[config.mk]
export PLATFORM = sky130hd
export DESIGN_NAME = seg_scan_ctrl
export DESIGN_NICKNAME = d
export VERILOG_FILES = /design/src/rtl/seg_scan_ctrl_pkg.sv /design/src/rtl/seg_hex_decode.sv /design/src/rtl/seg_scan_ctrl.sv
export SDC_FILE = /design/constraint.sdc
export NUM_CORES = 1
export LEC_CHECK = 0
export ABC_CLOCK_PERIOD_IN_PS = 2100
export BUFFER_PORTS_ARGS = -buffer_cell sky130_fd_sc_hd__buf_2
export CAP_MARGIN = 10
export CORE_UTILIZATION = 45
export DETAILED_ROUTE_END_ITERATION = 16
export GPL_TIMING_DRIVEN = 0
export PLACE_DENSITY = 0.68
export SKIP_LAST_GASP = 1
export SYNTH_ARGS = -nofsm -noshare
export SYNTH_HDL_FRONTEND = slang
export SYNTH_SLANG_ARGS = --single-unit
[constraint.sdc]
create_clock -name clk -period 2.1 [get_ports clk]
set_input_delay 0.63 -clock clk [delete_from_list [all_inputs] [get_ports clk]]
set_output_delay 0.63 -clock clk [all_outputs]
set_load 0.05 [all_outputs]
[src/rtl/seg_scan_ctrl_pkg.sv]
// Shared constants for the eight-digit seven-segment scan controller.
// Segment patterns are active-low, bit order a..g (bit 6 = a, bit 0 = g).
package seg_scan_ctrl_pkg;

  localparam int NUM_DIGITS = 8;

  localparam logic [7:0] SEG_OFF = 8'hFF;
  localparam logic [7:0] DIG_OFF = 8'hFF;

  // Indexed by the hex nibble value; entry 15 is written first.
  localparam logic [15:0][6:0] SEG_PAT = {
    7'b0111000,  // F
    7'b0110000,  // E
    7'b1000010,  // d
    7'b0110001,  // C
    7'b1100000,  // b
    7'b0001000,  // A
    7'b0000100,  // 9
    7'b0000000,  // 8
    7'b0001111,  // 7
    7'b0100000,  // 6
    7'b0100100,  // 5
    7'b1001100,  // 4
    7'b0000110,  // 3
    7'b0010010,  // 2
    7'b1001111,  // 1
    7'b0000001   // 0
  };

  // Load handshake: idle means a new value may be accepted.
  typedef enum logic {
    LD_IDLE = 1'b0,
    LD_PEND = 1'b1
  } load_state_e;

endpackage

[src/rtl/seg_hex_decode.sv]
// Combinational hex nibble to active-low a..g segment pattern.
module seg_hex_decode
  import seg_scan_ctrl_pkg::*;
(
  input  logic [3:0] nibble,
  output logic [6:0] seg
);

  assign seg = SEG_PAT[nibble];

endmodule

[src/rtl/seg_scan_ctrl.sv]
// Multiplexed eight-digit seven-segment scanner with a frame-synchronised
// display load, so a new value never appears partway through a frame.
module seg_scan_ctrl
  import seg_scan_ctrl_pkg::*;
#(
  parameter int SCAN_DIV  = 100000,
  parameter int BLANK_CYC = 4
) (
  input  logic        clk,
  input  logic        rst,
  input  logic        wr_en,
  input  logic [31:0] wr_data,
  output logic        wr_ready,
  input  logic [7:0]  dp,
  input  logic [7:0]  blank_mask,
  output logic [7:0]  led_id,
  output logic [7:0]  out_led,
  output logic        frame_done
);

  localparam int CW = (SCAN_DIV > 1) ? $clog2(SCAN_DIV) : 1;
  localparam logic [CW-1:0] CNT_MAX   = CW'(SCAN_DIV - 1);
  localparam logic [CW-1:0] BLANK_END = CW'(BLANK_CYC);

  logic [CW-1:0] cnt;
  logic [2:0]    idx;
  logic [31:0]   disp;
  logic [31:0]   pending;
  logic          tick;
  logic          boundary;
  logic [6:0]    seg;

  load_state_e   state;
  load_state_e   state_nxt;
  logic          capture;
  logic          commit;

  assign tick     = (cnt == CNT_MAX);
  assign boundary = tick && (idx == 3'd7);

  always_ff @(posedge clk) begin
    if (rst) begin
      cnt <= '0;
      idx <= '0;
    end else begin
      cnt <= tick ? '0 : cnt + 1'b1;
      if (tick) idx <= idx + 3'd1;
    end
  end

  // Handshake: a load transfers on any edge where wr_en && wr_ready.
  // wr_ready drops the next cycle and rises again the cycle after the
  // first frame boundary that follows the transfer edge.
  assign wr_ready = (state == LD_IDLE);

  always_ff @(posedge clk) begin
    if (rst) state <= LD_IDLE;
    else     state <= state_nxt;
  end

  always_comb begin
    state_nxt = state;
    capture   = 1'b0;
    commit    = 1'b0;
    case (state)
      LD_IDLE: begin
        if (wr_en) begin
          capture   = 1'b1;
          state_nxt = LD_PEND;
        end
      end
      LD_PEND: begin
        if (boundary) begin
          commit    = 1'b1;
          state_nxt = LD_IDLE;
        end
      end
      default: state_nxt = LD_IDLE;
    endcase
  end

  // A capture on a boundary edge leaves the FSM idle for that edge, so the
  // value waits for the following boundary.
  always_ff @(posedge clk) begin
    if (rst) begin
      pending <= '0;
      disp    <= '0;
    end else begin
      if (capture) pending <= wr_data;
      if (commit)  disp    <= pending;
    end
  end

  seg_hex_decode u_dec (
    .nibble (disp[{idx, 2'b00} +: 4]),
    .seg    (seg)
  );

  always_ff @(posedge clk) begin
    if (rst) begin
      led_id     <= DIG_OFF;
      out_led    <= SEG_OFF;
      frame_done <= 1'b0;
    end else begin
      if ((cnt < BLANK_END) || blank_mask[idx]) led_id <= DIG_OFF;
      else                                      led_id <= ~(8'b1 << idx);
      out_led    <= {seg, ~dp[idx]};
      frame_done <= boundary;
    end
  end

endmodule

* Word level (Yosys, flattened, before mapping)
Memory sizes are Yosys's and may differ from the RTL's. A register that Yosys moved wholly into a read port is not among the register bits.
Cells that the tools add are included.
** Operators by class
- Add/subtract/negate cells :: 2
- $lt $le $gt $ge :: 3
- Equality and inequality tests :: 2
- Shift-type cells :: 2
- Multiplexer cells :: 11
- Bitwise logic cells :: 3
- Reduce and logical (&&, ||, !) cells :: 4
** Operators by type and width (number)
- variable part select 32 x 6 -> 4 bit :: 1
- adder 17 x 1 -> 17 bit, second input constant :: 1
- == test 17 bit, second input constant :: 1
- < comparator 17 x 3 -> 1 bit, second input constant :: 1
- inverter 8 bit :: 1
- left shift 1 x 3 -> 8 bit, first input constant :: 1
- 2-to-1 mux 1 bit :: 7
- 2-to-1 mux 7 bit :: 1
- binary-select mux 1 bit (select 3 bit) :: 2
- < comparator 4 x 5 -> 1 bit, second input constant :: 1
- < comparator 3 x 4 -> 1 bit, second input constant :: 1
- OR reduction 2 bit :: 2
- adder 3 x 1 -> 3 bit, second input constant :: 1
- == test 3 bit, second input constant :: 1
- inverter 1 bit :: 2
- case mux 1 bit (2 select lines) :: 1
- logical AND 1 bit :: 1
- logical OR 1 bit :: 1
** Storage, ports and cells
- Bits in registers :: 102
- Memory bits (read-only) :: 112
- Input bits :: 51
- Output and inout port bits :: 18
- Word-level logic and storage cells :: 36
- Memories :: 1
** Memory list
- (no name shown) :: depth 16, bits a word 7, rd ports 1, clocked after Yosys merged registers in 1, write ports 0, RTL line seg_hex_decode.sv:9 : assign seg = SEG_PAT[nibble];

* Longest topological paths before layout
Gate-level depths: netlist (run 1).
- Depth after elaboration :: 4
- Mapped depth :: 11

* By module
Synthesis (run 1) repeated with hierarchy kept, for this count alone.
** Unflattened totals
- Cells, all modules :: 516
- Area, all modules :: 4473.0 µm²
** By module, submodules not included
- seg_scan_ctrl :: instances 1, cells an instance 481, area each 4225.3 µm²
- seg_hex_decode :: instances 1, cells an instance 35, area each 247.7 µm²

* Worst setup path after synthesis (run 1)
Ideal clock, no wire load.
- Kind :: register -> register
- From :: register idx[0]
- To :: register out_led[6]
- Setup time :: 0.143 ns
- Arrival time :: 2.053 ns
- Setup slack :: -0.095 ns
- Stages on the path, launching flop included :: 10
- Clock period less this slack :: 2.195 ns
- Cells stage by stage :: dfxtp_1 buf_2 buf_4 mux4_2 nand2_1 and2_1 ha_1 o21ai_0 o21a_1 o221ai_1
** On the way
- Cells in the longest elaborated chain, start to end :: 1
** Ends and longest elaborated chain
- from (decl) :: RTL line seg_scan_ctrl.sv:26 : logic [2:0] idx;
- from (signal assigned) :: RTL line seg_scan_ctrl.sv:47 : if (tick) idx <= idx + 3'd1;
- variable part select 32 x 6 -> 4 bit :: RTL line seg_scan_ctrl.sv:95 : .nibble (disp[{idx, 2'b00} +: 4]),
- to (decl) :: RTL line seg_scan_ctrl.sv:17 : output logic [7:0] out_led,
Every way passes these cells.
A chain may end at the register's enable or synchronous reset.

* Worst setup path in the final report (run 1)
- From :: register idx[0]
- To :: register out_led[2]
Same word-level chain as after synthesis.

==> results of run 1 <==
cells in the final DEF, fill, tap and decap left out, types with 11 or more instances in the layout:
cell type  instances
nand2_1          124
dfxtp_1          100
clkbuf_1          17
buf_4             11
buf_2             72
nor2_1            29
nand2_2           30
a21oi_2           30
a21oi_1           37
cell type report:
class	count	area [um2]
clock inverter	6	93.8
inverter	9	37.5
buffer	30	203
tap	133	166
fill	905	4290
multi-input combinational	359	2340
timing repair buffer	79	427
sequential	102	2050
clock buffer	9	124
worst max-delay path, delay by kind of cell (launching register included):
family                     cells  cell delay [ns]
DFF                            1             0.44
buffers and inverters          1             0.17
muxes                          3             0.97
adders and majority gates      1             0.21
AOI/OAI and AO/OA              1             0.13
worst max path at each step:
stage	start	end	slack (ns)	cells after the start
global route	idx[0]	out_led[3]	-0.03	7
CTS	idx[1]	out_led[4]	-0.03	11
floorplan	idx[0]	out_led[6]	0.007	8
detailed placement	idx[1]	out_led[6]	-0.39	9
finish	idx[0]	out_led[2]	0.04	6
global placement	idx[1]	out_led[6]	-0.36	9
state kept, by name, indices dropped and copies added (netlist names):
name,count
idx,3
state,1
disp,32
out_led,8
led_id,8
cnt,17
frame_done,1
pending,32
timing repair:
item                                    in CTS  in global routing
cloned                                       0                  0
setup buffers                                6                  5
gates resized for setup                     21                 26
endpoints found under the setup margin      17                 47
pin swaps                                    0                  4
per-stage QoR:
step,std cells,setup slack (ns),power (mW)
detailed placement,702,-0.393,2.29
global route,727,-0.0323,3.74
finish,727,0.0396,3.61
global placement,702,-0.357,2.28
CTS,723,-0.0296,3.63
floorplan,501,0.00691,2.20
logic make-up (layout without fill, tap and decap cells):
| kind of cell | Yosys count | in the layout | synth area share (%) |
|---|---|---|---|
| AOI/OAI and AO/OA | 87 | 87 | 13.0 |
| buffers and inverters | 40 | 133 | 4.75 |
| and+or+nand+nor | 222 | 222 | 22.6 |
| xor gates and xnor gates | 15 | 15 | 2.92 |
| muxes | 22 | 22 | 7.81 |
| adders and majority gates | 13 | 13 | 3.61 |
| DFF | 102 | 102 | 45.3 |
routing by layer:
layer	routed length [um]	share of wire [%]	track usage, %	vias up
met5	0	0	0	-
li1	-	-	-	1850
met4	125	1.3	5.60	0
met3	416	4.2	4.31	12
met2	4690	48	32.8	78
met1	4560	47	23.7	1647
report_power, final:
| part | switching [mW] | internal [mW] | leakage, nW | total [mW] |
|---|---|---|---|---|
| logic | 0.146 | 0.0863 | 1.08 | 0.233 |
| registers | 0.0311 | 1.98 | 0.832 | 2.01 |
| clock network | 0.687 | 0.676 | 0.106 | 1.36 |
| total | 0.864 | 2.74 | 2.02 | 3.61 |
==> flow_summary.toml, run 1 <==
[pwr]
worst_ir_drop_vdd_mv = 0.399
cellPowerDensity_nw_per_um2 = 663
leakage_nw = 2.02

[finish]
diodes = 0
fin_area_um2 = 5440
post-route-util_pct = 55.9
final_layout_size_suffix_gt1_share_pct = 33.8
fin_nets = 654
area_delta_synth_final_pct = 20.7

[logic_synthesis]
yosysMostFrequentCell = "nand2_1"
synth_edf_count = 0
syn_area_um2 = 4500
synth_cell_types = 45
netlist_instances = 501
synth_ff_type = "dfxtp_1"
synth_top_area_cell = "dfxtp_1"
ys_top_cells_by_area = "dfxtp_1, nand2_1, a21oi_2, mux4_2, a21oi_1"
avgSynthCellArea_um2 = 8.99
synth-seq-cells = 102
yosysWarnings = 0
synth_common_cells = "nand2_1, dfxtp_1, a21oi_1, nand2_2"
async_flop_share_pct = 0
synth_nets = 565
synth_top_area_share_pct = 45.3
ys_seq_area_share_pct = 45.3

[worst_setup_path]
r2r_start = "idx[0]"
required_ns = 2.33
r2r-end = "out_led[2]"
r2r_cells = 6
ff2ff_setup_slack_ns = 0.04
slowest_stage = "mux4_2"
crit_chain = "mux4_2 -> mux2_4 -> buf_4 -> ha_2 -> mux2i_1 -> o221ai_1"
end_kind = "flip-flop"
path_class = "flip-flop to flip-flop"
cp_max_fo = 8
start_kind = "flip-flop"
cpPeakStageDelay_ns = 0.53
arrival_ns = 2.29

[clock_network]
clk_pin_slew_ns = 0.10
cts_tree = "done"
ctsHoldBuffers = 0
numCtsBuffers = 9
clock_path_buffers = 2
cts-htree-levels = 3
cts-root-buf = "clkbuf_8"
clock_latency_ns = 0.37
cts_sinks = 102

[timing]
report.final.setup_viol = 0
fin_hold_ws_ns = 0.454
finalCritPeriodShare_pct = 98.1
slew_headroom_pct = 55.6
slew_viol_final = 0
min_period_ns = 2.06
hold_viol = 0
tns_ns = 0
rsz0062_at_grt = "yes"
tightest_slew_ns = 0.666
max_clock_freq_mhz = 485
fin_skew_ns = 0.0131

[route]
dr.pass1.iters = 4
wl_per_cell_um = 13.5
routed-via-count = 3587
wl_mm = 9.80
drtAntennaViolNets = 0
drt_first_iter_violations = 134
post-route-drc-count = 0
viasPerCell = 4.93

[min_path]
min_to = "disp[3]"
holdCritStartpoint = "pending[3]"
min_path_type = "flip-flop to flip-flop"
hold_depth = 2

[placement]
finalWeightedCongestion = 0.841
hpwl_mm = 7.05
post_dp_cell_area_um2 = 5020
numPortBuffers = 68

[run_status]
outcome = "finished clean"

[grt]
grt_usage_pct = 19.0
grt_pass1_vias = 3347
grt_first_pass_wirelength_mm = 15.3
overflow = 0
antenna_found_initial = 0
grt_max_degree = 18

[job]
drv_cap = 0

[die]
top_level_ports = 69
rows = 36
initial_utilization_pct = 46.3
die_area_um2 = 10400
core_area_um2 = 9730
die_width_um = 102
die_y_um = 102
Power figures use the tool's default switching activity.
==> run 2: changes to the inputs <==
--- a/config.mk
+++ b/config.mk
@@ -12,7 +12,9 @@
 export DETAILED_ROUTE_END_ITERATION = 16
 export GPL_TIMING_DRIVEN = 0
 export PLACE_DENSITY = 0.68
+export SKIP_CTS_REPAIR_TIMING = 1
 export SKIP_LAST_GASP = 1
 export SYNTH_ARGS = -nofsm -noshare
 export SYNTH_HDL_FRONTEND = slang
+export SYNTH_HIERARCHICAL = 1
 export SYNTH_SLANG_ARGS = --single-unit
==> run 2 against run 1 <==
Against the previous run: the run now ends with negative setup slack left; sequential cell count unchanged; global-route usage rose by 2.5 points; sequential share of layout area down 0.17 points; via count rose by 12%; sequential power about the same; cell area is 0.83% higher; critical path depth rose by 3; area after synthesis down 0.69%; critical path type unchanged; highest routed layer unchanged.
==> flow_summary.toml, run 2 <==
[clock_network]
clock_path_buffers = 2
cts_sinks = 102
clock_latency_ns = 0.38
cts_tree = "done"
clk_pin_slew_ns = 0.10
cts-htree-levels = 3
numCtsBuffers = 9
cts-root-buf = "clkbuf_8"

[logic_synthesis]
synth_nets = 581
synth_edf_count = 0
synth_top_area_share_pct = 45.7
synth_ff_type = "dfxtp_1"
yosysWarnings = 6
synth_common_cells = "dfxtp_1, nand2_1, a21oi_1, nand4_1, o21ai_0"
ys_seq_area_share_pct = 45.7
synth_cell_types = 42
avgSynthCellArea_um2 = 8.67
synth_top_area_cell = "dfxtp_1"
netlist_instances = 516
async_flop_share_pct = 0
yosysMostFrequentCell = "dfxtp_1"
ys_top_cells_by_area = "dfxtp_1, nand2_1, a21oi_1, mux4_2, nand4_1"
syn_area_um2 = 4470
synth-seq-cells = 102

[timing]
max_clock_freq_mhz = 466
setup_slack_ns = -0.0475
tightest_slew_ns = 0.645
report.final.setup_viol = 5
rsz0062_at_grt = "yes"
min_period_ns = 2.15
slew_viol_final = 0
finalCritPeriodShare_pct = 102
fin_skew_ns = 0.0118
hold_viol = 0
slew_headroom_pct = 56.7

[placement]
numPortBuffers = 67
dp_slack_ns = -0.298
finalWeightedCongestion = 0.816
post_dp_cell_area_um2 = 5030
hpwl_mm = 7.81

[grt]
antenna_found_initial = 0
grt_max_degree = 18
grt_usage_pct = 21.5
grt_pass1_vias = 3649
grt_first_pass_wirelength_mm = 17.2
overflow = 0

[route]
drtAntennaViolNets = 0
wl_per_cell_um = 14.6
drt_first_iter_violations = 218
dr.pass1.iters = 5
post-route-drc-count = 0
viasPerCell = 5.36
routed-via-count = 4001
wl_mm = 10.9

[finish]
area_delta_synth_final_pct = 22.5
n_fill_cell = 891
post-route-util_pct = 56.6
final_layout_size_suffix_gt1_share_pct = 28.7
reg_top3 = "disp x32, pending x32, cnt x17"
fin_nets = 673
final_cell_mix = "dfxtp_1, nand2_1, buf_2, a21oi_1, nand4_1"
diodes = 0
seqCellArea_um2 = 2050
fin_area_um2 = 5480
final_common_cell = "dfxtp_1"
multi_input_area_um2 = 2290

[pwr]
cellPowerDensity_nw_per_um2 = 637
p_int_mw = 2.64
worst_ir_drop_vdd_mv = 0.400
pwr-share-seq_pct = 57.5
clkPwrFrac_pct = 35.6
pwr-share-comb_pct = 6.9
leakage_nw = 2.00
switching_share_pct = 24.6
p_total_mw = 3.49
power.net_switching_mw = 0.858

[worst_setup_path]
slowest_stage = "mux4_2"
cp_max_fo = 6
start_kind = "flip-flop"
crit_top_cell = "or2_4"
crit_chain = "buf_12 -> mux4_2 -> nand2_2 -> nand2_4 -> ha_4 -> or2_4 -> a21oi_2 -> a31oi_1 -> or2_4"
end_kind = "flip-flop"
arrival_ns = 2.42
path_class = "flip-flop to flip-flop"
cpPeakStageDelay_ns = 0.55
required_ns = 2.37

[die]
die_y_um = 102
die_width_um = 102
initial_utilization_pct = 46.2
rows = 36
die_area_um2 = 10300
core_area_um2 = 9680
top_level_ports = 69

[run_status]
violations = "negative setup slack"
outcome = "complete, but fails checks"

[job]
drv_cap = 0

[min_path]
min_path_type = "flip-flop to flip-flop"
## run 2: power by group through the flow
stage | clock network [mW] | registers (mW) | logic [mW]
2_1_floorplan | 0 | 2.07 | 0.123
5_1_grt | 1.36 | 2.01 | 0.271
6_report | 1.24 | 2.01 | 0.242
3_3_place_gp | 0 | 2.05 | 0.231
4_1_cts | 1.27 | 2.01 | 0.239
3_5_place_dp | 0 | 2.05 | 0.238
## run 2: final cells by class
type,count,share of cell area [%]
repair buffers,84,8.99
plain buffers,40,4.25
clock buffers,10,2.33
inverters,10,0.845
clock inverters,6,1.30
flip-flops and latches,102,37.5
well taps,133,3.04
multi-input cells,361,41.8
## run 2: stage by stage
step                      std cells  setup TNS, ns  hold WS [ns]
after floorplan                 516         -0.283         0.437
after global placement          716          -7.16         0.445
after detailed placement        716          -8.45         0.448
after CTS                       732          -9.77         0.464
after global routing            746         -0.588         0.470
final                           746         -0.163         0.459
## run 2: kinds of logic (layout without fill, tap and decap cells)
group | count (synthesis) | after routing | synth area share, %
muxes | 15 | 15 | 6.77
buffers and inverters | 53 | 150 | 5.26
AOI/OAI and AO/OA | 119 | 119 | 14.2
and+or+nand+nor | 199 | 199 | 21.5
DFF | 102 | 102 | 45.7
adders and majority gates | 14 | 14 | 3.92
xor gates and xnor gates | 14 | 14 | 2.74
## run 2: worst paths after layout
check,startpoint,end,slack (ns),depth (start not counted)
worst max-delay path,idx[0],out_led[4],-0.05,9
worst min-delay path,cnt[0],cnt[0],0.46,1
worst max register to register,idx[0],out_led[4],-0.05,9
worst min register to register,cnt[0],cnt[0],0.46,1
## run 2: critical path: cells and delay by family (launching register included)
kind,cells,cell delay [ns]
and+or+nand+nor,4,0.67
AOI/OAI and AO/OA,2,0.16
buffers and inverters,1,0.12
DFF,1,0.37
adders and majority gates,1,0.17
muxes,1,0.55
## run 2: per-layer routing
layer,vias to the layer above,wire length [um],GRT usage [%]
li1,1994,-,-
met2,124,5150,35.7
met1,1869,5000,27.2
met4,0,173,8.70
met5,-,0,0
met3,14,577,4.55
